`config.mk`:
```
export PLATFORM = sky130hd
export DESIGN_NAME = pwm_breathe
export DESIGN_NICKNAME = d
export VERILOG_FILES = /design/src/rtl/pwm_breathe.sv
export SDC_FILE = /design/constraint.sdc
export NUM_CORES = 1
export LEC_CHECK = 0
export ABC_AREA = 1
export CAP_MARGIN = 10
export CORE_ASPECT_RATIO = 1.2
export CORE_MARGIN = 2
export CORE_UTILIZATION = 30
export CTS_BUF_LIST = sky130_fd_sc_hd__clkbuf_2 sky130_fd_sc_hd__clkbuf_4 sky130_fd_sc_hd__clkbuf_8
export DETAILED_ROUTE_END_ITERATION = 8
export REMOVE_ABC_BUFFERS = 1
export SKIP_LAST_GASP = 1
export SYNTH_ARGS = -nofsm -noshare
export SYNTH_HDL_FRONTEND = slang
export SYNTH_SLANG_ARGS = --single-unit
```
`constraint.sdc`:
```
create_clock -name OSC -period 2.1 [get_ports OSC]
set_input_delay 0.21 -clock OSC [delete_from_list [all_inputs] [get_ports OSC]]
set_output_delay 0.21 -clock OSC [all_outputs]
set_load 0.05 [all_outputs]
```
`src/rtl/pwm_breathe.sv`:
```
// Multi-channel LED breathing controller: per-channel triangle ramps feed a shared PWM counter.
// Define PWM_BREATHE_GAMMA_EN to apply square-law (gamma) correction to each channel's duty.
module pwm_breathe #(
    parameter int CHANNELS   = 4,
    parameter int WIDTH      = 8,
    parameter int PRESCALE   = 262144,
    parameter int DUTY_MIN   = 1,
    parameter int DUTY_MAX   = (1 << WIDTH) - 2,
    parameter int HOLD       = 0,
    parameter int PHASE_STEP = 0
) (
    input  logic                OSC,
    input  logic                RST_N,
    input  logic                EN,
    output logic [CHANNELS-1:0] LED,
    output logic                SYNC
);

    localparam int PW = (PRESCALE > 2) ? $clog2(PRESCALE) : 1;
    localparam int HW = (HOLD > 0) ? $clog2(HOLD + 1) : 1;

    localparam logic [WIDTH-1:0] CNT_LAST  = '1;
    localparam logic [WIDTH-1:0] LVL_MIN   = WIDTH'(DUTY_MIN);
    localparam logic [WIDTH-1:0] LVL_MAX   = WIDTH'(DUTY_MAX);
    localparam logic [PW-1:0]    PRE_LAST  = PW'(PRESCALE - 1);
    localparam logic [HW-1:0]    HOLD_LAST = HW'(HOLD);

    typedef enum logic [1:0] {UP, HOLD_HI, DOWN, HOLD_LO} ramp_t;

    logic [WIDTH-1:0]    cnt_q, cnt_d;
    logic [PW-1:0]       pre_q, pre_d;
    logic                tick;
    logic [WIDTH-1:0]    sh_q     [CHANNELS];
    logic [WIDTH-1:0]    level_q  [CHANNELS];
    logic [WIDTH-1:0]    duty_eff [CHANNELS];
    logic [HW-1:0]       hold_q   [CHANNELS];
    ramp_t               state_q  [CHANNELS];
    logic [CHANNELS-1:0] led_q;
    logic                sync_q;

    assign LED  = led_q;
    assign SYNC = sync_q;

    // Prescaler only advances while enabled, so a freeze loses no ticks.
    always_comb begin
        cnt_d = cnt_q + 1'b1;
        tick  = EN && (pre_q == PRE_LAST);
        pre_d = pre_q;
        if (EN) begin
            pre_d = tick ? '0 : pre_q + 1'b1;
        end
    end

`ifdef PWM_BREATHE_GAMMA_EN
    logic [2*WIDTH-1:0] prod [CHANNELS];

    always_comb begin
        for (int i = 0; i < CHANNELS; i++) begin
            prod[i]     = {{WIDTH{1'b0}}, level_q[i]} * {{WIDTH{1'b0}}, level_q[i]};
            duty_eff[i] = prod[i][2*WIDTH-1:WIDTH];
        end
    end
`else
    always_comb begin
        for (int i = 0; i < CHANNELS; i++) begin
            duty_eff[i] = level_q[i];
        end
    end
`endif

    // Shadow duty only reloads on the last count, keeping every period glitch-free.
    always_ff @(posedge OSC or negedge RST_N) begin
        if (!RST_N) begin
            cnt_q  <= '0;
            pre_q  <= '0;
            led_q  <= '0;
            sync_q <= 1'b0;
            for (int i = 0; i < CHANNELS; i++) begin
                sh_q[i] <= '0;
            end
        end else begin
            cnt_q  <= cnt_d;
            pre_q  <= pre_d;
            sync_q <= (cnt_q == CNT_LAST);
            for (int i = 0; i < CHANNELS; i++) begin
                led_q[i] <= (cnt_q < sh_q[i]);
                if (cnt_q == CNT_LAST) begin
                    sh_q[i] <= duty_eff[i];
                end
            end
        end
    end

    always_ff @(posedge OSC or negedge RST_N) begin
        if (!RST_N) begin
            for (int i = 0; i < CHANNELS; i++) begin
                level_q[i] <= WIDTH'(DUTY_MIN + i * PHASE_STEP);
                state_q[i] <= UP;
                hold_q[i]  <= '0;
            end
        end else if (tick) begin
            for (int i = 0; i < CHANNELS; i++) begin
                case (state_q[i])
                    UP: begin
                        if (level_q[i] < LVL_MAX) begin
                            level_q[i] <= level_q[i] + 1'b1;
                        end else begin
                            state_q[i] <= HOLD_HI;
                            hold_q[i]  <= '0;
                        end
                    end
                    HOLD_HI: begin
                        if (hold_q[i] == HOLD_LAST) begin
                            state_q[i] <= DOWN;
                        end else begin
                            hold_q[i] <= hold_q[i] + 1'b1;
                        end
                    end
                    DOWN: begin
                        if (level_q[i] > LVL_MIN) begin
                            level_q[i] <= level_q[i] - 1'b1;
                        end else begin
                            state_q[i] <= HOLD_LO;
                            hold_q[i]  <= '0;
                        end
                    end
                    HOLD_LO: begin
                        if (hold_q[i] == HOLD_LAST) begin
                            state_q[i] <= UP;
                        end else begin
                            hold_q[i] <= hold_q[i] + 1'b1;
                        end
                    end
                    default: state_q[i] <= UP;
                endcase
            end
        end
    end

endmodule

```
==> results of run 1 <==
-- metal layers --
metal	vias up	routed length, µm
met5	-	0
met4	0	316
met3	19	283
met1	2561	6820
met2	53	7140
li1	2896	-
-- what timing repair did --
item | CTS | global route
resized for setup | 0 | 1
hold buffers | 1 | 0
endpoints found under the setup margin | 0 | 2
hold endpoints to repair | 34 | 0
-- cells by family after synthesis --
| logic type | after synthesis | share of synthesized area [%] |
|---|---|---|
| adders and majority gates | 50 | 9.33 |
| DFF | 103 | 38.5 |
| xor gates and xnor gates | 31 | 4.05 |
| and+or+nand+nor | 453 | 29.4 |
| buffers and inverters | 153 | 8.96 |
| AOI/OAI and AO/OA | 116 | 9.78 |
-- final timing paths --
check / cells after the start / end
max in group asynchronous: 3 / duty_eff[8]
min reg2reg: 2 / sh_q[12]
max: 9 / duty_eff[27]
min in group OSC: 2 / sh_q[12]
min: 2 / pre_q[4]
max reg2reg: 9 / duty_eff[27]
-- flip-flops by register name, summed over array words and instances, names as in the netlist --
name      cells
pre_q        18
LED           4
cnt_q         8
duty_eff     32
SYNC          1
state_q       8
sh_q         32
-- through the flow --
step / setup TNS, ps / power, mW / hold slack (ps)
finish: 0 / 3.84 / 332
global route: 0 / 4.04 / 380
floorplan: -7810 / 2.33 / -85.6
CTS: 0 / 3.90 / 335
global placement: 0 / 2.44 / 228
detailed placement: 0 / 2.44 / 233
-- layout make-up --
type | instances | area share [%]
Clock buffer | 10 | 1.85
Inverter | 138 | 7.04
Multi-Input combinational cell | 650 | 47.5
Tap cell | 274 | 4.62
Sequential cell | 103 | 34.8
Timing Repair Buffer | 22 | 2.96
Clock inverter | 6 | 1.23
-- power breakdown --
group	switching (mW)	internal [mW]
registers	0.0831	2.06
clock network	0.734	0.708
logic	0.164	0.0959
total	0.981	2.86
-- critical path, delay by kind of cell, from the launching register on --
family	cells	cell delay (ps)
and+or+nand+nor	7	880
DFF	1	570
adders and majority gates	1	260
buffers and inverters	1	90
-- layout by cell type, fill, tap and decap left out, types with 13 or more instances in the layout --
| cell type | netlist | routed |
|---|---|---|
| sky130_fd_sc_hd__o21bai_1 | 15 | 15 |
| sky130_fd_sc_hd__inv_1 | 135 | 135 |
| sky130_fd_sc_hd__a21oi_1 | 26 | 26 |
| sky130_fd_sc_hd__xor2_1 | 25 | 25 |
| sky130_fd_sc_hd__ha_1 | 50 | 50 |
| sky130_fd_sc_hd__nor2_1 | 84 | 83 |
| sky130_fd_sc_hd__nand4_1 | 13 | 13 |
| sky130_fd_sc_hd__o21ai_0 | 61 | 61 |
| sky130_fd_sc_hd__nand2_1 | 265 | 265 |
| sky130_fd_sc_hd__dfrtp_1 | 99 | 99 |
| sky130_fd_sc_hd__nand3_1 | 59 | 58 |
==> metrics.csv, run 1 <==
metric,value,unit
master of the slowest instance on the critical path,sky130_fd_sc_hd__dfstp_2,
Post CTS Setup Buffer Count,0,
element type at the critical path end,flop,
flop and latch count out of synthesis,103,
unique cell type count in the Yosys netlist,35,
Diodes inserted,0,
cell with the most instances after synthesis,sky130_fd_sc_hd__nand2_1,
Max stage delay on crit path,570,ps
antenna violations before repair,0,
H-tree levels,3,
ratio of cells with drive above 1 in the final layout,6.67,%
number of cell rows,59,
hpwl dp,11100,µm
Placeable Area,0.0219,mm²
worst IR drop on VDD,234,µV
multi-input logic area,0.00353,mm²
synthesized instance count,906,
ratio of total power to cell area,517,mW/mm²
synthesized area per cell,7.40,µm²
horizontal die dimension,140,µm
number of port buffers,7,
clock sink count,103,
crit share post-route,87.5,%
via/cell ratio,4.60,
met3 usage in global routing,1.56,%
reg-to-reg setup timing slack,260,ps
GR met1 Demand/Resource,16.0,%
die extent in y,168,µm
CTS root buf,sky130_fd_sc_hd__clkbuf_8,
largest net degree at the start of global routing,65,
TritonCTS clock tree,done,
CP cell instances,inv_1 > ha_1 > nor2_1 > nor2_1 > nand4_1 > nand2_1 > nor2_2 > nand2_1 > nand2_1,
Final Slew Violations,0,
Yosys warning total,0,
violation count after the first detailed-route iteration,245,
setup repair after global routing missed its margin,false,
routed length per placed instance,12.1,µm
critical path class,flop to flop,
Layout Area Growth over Synthesis,10.8,%
LEAKAGE,3.64,nW
Top Usage Layer GRT,met2,
overall routing resource usage,12.9,%
RePlAce Congestion,0.862,
clock latency reported for the late side of the worst-skew pair,380,ps
DIE AREA,0.0236,mm²
critical path arrival,2170,ps
fraction of met2 tracks used by global routing,23.0,%
dpl cell area,0.00719,mm²
Max Clk Rate,544,MHz
transition time at the pin with the least slew margin,535,ps
"Cell Count, Final, Fillers Out",1203,
GRT overflow,0,
Final Critical Period,1840,ps
vias,5529,
proportion of netlist area held by the largest area contributor,36.9,%
Final nets,977,
Clock Path Buffers,2,
first-pass iteration count of the detailed router,5,
vias in the first global route,5372,
final instance area,0.00743,mm²
Final Hold Viols,0,
"Cell Area, Synth",0.00671,mm²
number of design rule violations left after detail routing,0,
layout filler cell count,2303,
area occupied by registers,0.00258,mm²
type of origin of the critical path,flop,
core occupancy in the finished layout,34.0,%
async set-reset flop share out of synthesis,100,%
start point of the critical path,duty_eff[24],
"top cells by area, synth","sky130_fd_sc_hd__dfrtp_1 37%, sky130_fd_sc_hd__nand2_1 15%, sky130_fd_sc_hd__ha_1 9.3%, sky130_fd_sc_hd__inv_1 7.6%, sky130_fd_sc_hd__nor2_1 4.7%",
largest area contributor in the synthesized netlist,sky130_fd_sc_hd__dfrtp_1,
WP data required,2440,ps
"EDFF count, synth",0,
global-route wire length before repair,25100,µm
Post-synth top cells,"265 x sky130_fd_sc_hd__nand2_1, 135 x sky130_fd_sc_hd__inv_1, 99 x sky130_fd_sc_hd__dfrtp_1, 84 x sky130_fd_sc_hd__nor2_1, 61 x sky130_fd_sc_hd__o21ai_0",
final setup skew,16.3,ps
# IOs,8,
cts bufs inserted,9,
count of max-cap constraint violations,0,
maximum fanout encountered on the critical timing path,5,
sequential element share of the synthesized area,38.5,%
count of final setup violators,0,
start of the worst register-to-register path,duty_eff[24],
antenna-violating nets left,0,
post-detailed-routing wire length,14600,µm
status,"complete, no violations",
kind of path behind the tightest hold check,primary input to asynchronous set/reset pin,
dominant synthesized flop cell,sky130_fd_sc_hd__dfrtp_1,
Final WS setup,262,ps
Initial Util,30.7,%
clock-pin slew reported for the worst setup and hold paths after clock tree synthesis,110,ps
cell repeated most along the worst path,sky130_fd_sc_hd__nand2_1,
worst slack at placement,222,ps
worst max-slew margin expressed relative to the limit,64.4,%
count of placed standard cells including taps,1186,
Note: power is estimated with default switching activity, not from simulation.
==> run 2, diff against run 1 <==
- CELL_PAD_IN_SITES_DETAIL_PLACEMENT: default -> 1
- CELL_PAD_IN_SITES_GLOBAL_PLACEMENT: default -> 1
- PLACE_DENSITY_LB_ADDON: default -> 0.1
==> metrics.csv, run 2 (synthesis gave the netlist of run 1 again) <==
metric,value,unit
clock sink count,103,
area occupied by registers,0.00258,mm²
via/cell ratio,4.70,
DIE AREA,0.0236,mm²
TritonCTS clock tree,done,
Power Total,3.78,mW
number of port buffers,7,
setup repair after global routing missed its margin,false,
vias,5710,
final setup skew,13.7,ps
Layout Area Growth over Synthesis,11.2,%
layout filler cell count,2718,
crit share post-route,89.6,%
antenna-violating nets left,0,
WP data required,2430,ps
multi-input logic area,0.00353,mm²
number of cell rows,59,
worst max-slew margin expressed relative to the limit,64.6,%
count of max-cap constraint violations,0,
Final nets,988,
register share of total power,56.8,%
post-detailed-routing wire length,17700,µm
Diodes inserted,0,
Initial Util,30.7,%
type of origin of the critical path,flop,
overall routing resource usage,16.0,%
maximum fanout encountered on the critical timing path,5,
violation count after the first detailed-route iteration,288,
status,"complete, no violations",
routed length per placed instance,14.6,µm
worst slack at placement,25.7,ps
vias in the first global route,6018,
horizontal die dimension,140,µm
clock latency reported for the late side of the worst-skew pair,390,ps
LEAKAGE,3.68,nW
count of final setup violators,0,
"Cell Count, Final, Fillers Out",1214,
transition time at the pin with the least slew margin,531,ps
worst IR drop on VDD,329,µV
# IOs,8,
ratio of cells with drive above 1 in the final layout,7.77,%
H-tree levels,3,
Final Slew Violations,0,
Final Critical Period,1880,ps
"commonest cells after routing, fill and taps aside","264 x sky130_fd_sc_hd__nand2_1, 135 x sky130_fd_sc_hd__inv_1, 99 x sky130_fd_sc_hd__dfrtp_1",
number of design rule violations left after detail routing,0,
fraction of power spent switching nets,28.0,%
clock-pin slew reported for the worst setup and hold paths after clock tree synthesis,110,ps
Final WS setup,218,ps
CTS root buf,sky130_fd_sc_hd__clkbuf_8,
die extent in y,168,µm
first-pass iteration count of the detailed router,4,
Clk network pwr share,36.1,%
Post CTS Setup Buffer Count,0,
kind of path behind the tightest hold check,primary input to asynchronous set/reset pin,
critical path arrival,2220,ps
RePlAce Congestion,0.768,
GRT overflow,0,
largest net degree at the start of global routing,38,
ratio of total power to cell area,507,mW/mm²
critical path class,flop to flop,
global-route wire length before repair,30600,µm
hpwl dp,13500,µm
Logic pwr share,7.1,%
Net Switching,1.06,mW
P_int,2.72,mW
cts bufs inserted,9,
reg2reg path depth,9,
Final Hold Viols,0,
core occupancy in the finished layout,34.1,%
count of placed standard cells including taps,1197,
Max Clk Rate,531,MHz
Clock Path Buffers,2,
Placeable Area,0.0219,mm²
element type at the critical path end,flop,
most common library cell in the layout ignoring fill and taps,sky130_fd_sc_hd__nand2_1,
antenna violations before repair,0,
## run 2: cell count changes in the layout (fill, tap and decap cells not counted), sizes merged
| cell | previous run | this run |
|---|---|---|
| clkbuf | 10 | 9 |
| buf | 15 | 26 |
| bufinv | 2 | 1 |
| clkinvlp | 3 | 2 |
| clkinv | 0 | 1 |
| inv | 139 | 141 |
## run 2: path summary, 6_finish.rpt
path                              startpoint      endpoint  slack (ps)
worst min-delay path                   RST_N    state_q[7]         330
worst max register to register  duty_eff[24]  duty_eff[30]         220
min in group OSC                     sh_q[6]       sh_q[6]         500
worst min register to register       sh_q[6]       sh_q[6]         500
max in group asynchronous              RST_N  duty_eff[24]        1090
worst max-delay path            duty_eff[24]  duty_eff[30]         220
## run 2: power groups by stage
stage	Combinational, mW	Sequential, mW	Clock [mW]
CTS	0.277	2.15	1.44
floorplan	0.166	2.16	0
detailed placement	0.275	2.19	0
finish	0.267	2.15	1.36
global route	0.312	2.16	1.51
global placement	0.276	2.18	0
## run 2: what timing repair did
action                     CTS  global route
hold buffers                 1             0
setup endpoints to repair    0             1
hold endpoints to repair    32             0
gates resized for setup      0             1
## run 2: area by class of cell
class	count	share of cell area (%)
Clock buffer	9	1.66
Timing Repair Buffer	33	3.72
Inverter	138	7.01
Multi-Input combinational cell	650	47.3
Clock inverter	7	1.06
Tap cell	274	4.60
Sequential cell	103	34.6
## run 2: metrics by stage
step                      TNS (ps)  hold WS (ps)  cell area [µm²]
final                            0           329             7460
after global routing             0           399             7460
after CTS                        0           337             7460
after detailed placement         0           241             7240
after global placement       -20.1           233             7240
after floorplan              -7810         -85.6             6630
## run 2: metal layers
metal	wire, µm	part of all wire, %	up-vias	track usage (%)
met5	0	0	-	0
met3	166	0.94	13	1.54
met4	175	0.99	0	4.65
met2	8750	49	24	28.2
li1	-	-	2918	-
met1	8600	49	2755	20.8
## run 2: worst max-delay path, cell delays in order, from the launching register on
cell and delay (ps):
sky130_fd_sc_hd__dfstp_2 580, sky130_fd_sc_hd__inv_1 90, sky130_fd_sc_hd__ha_1 250, sky130_fd_sc_hd__nor2_1 130, sky130_fd_sc_hd__nor2_1 70, sky130_fd_sc_hd__nand4_1 170, sky130_fd_sc_hd__nand2_1 190, sky130_fd_sc_hd__nor2_2 220
sky130_fd_sc_hd__nand2_1 70, sky130_fd_sc_hd__nand2_1 60
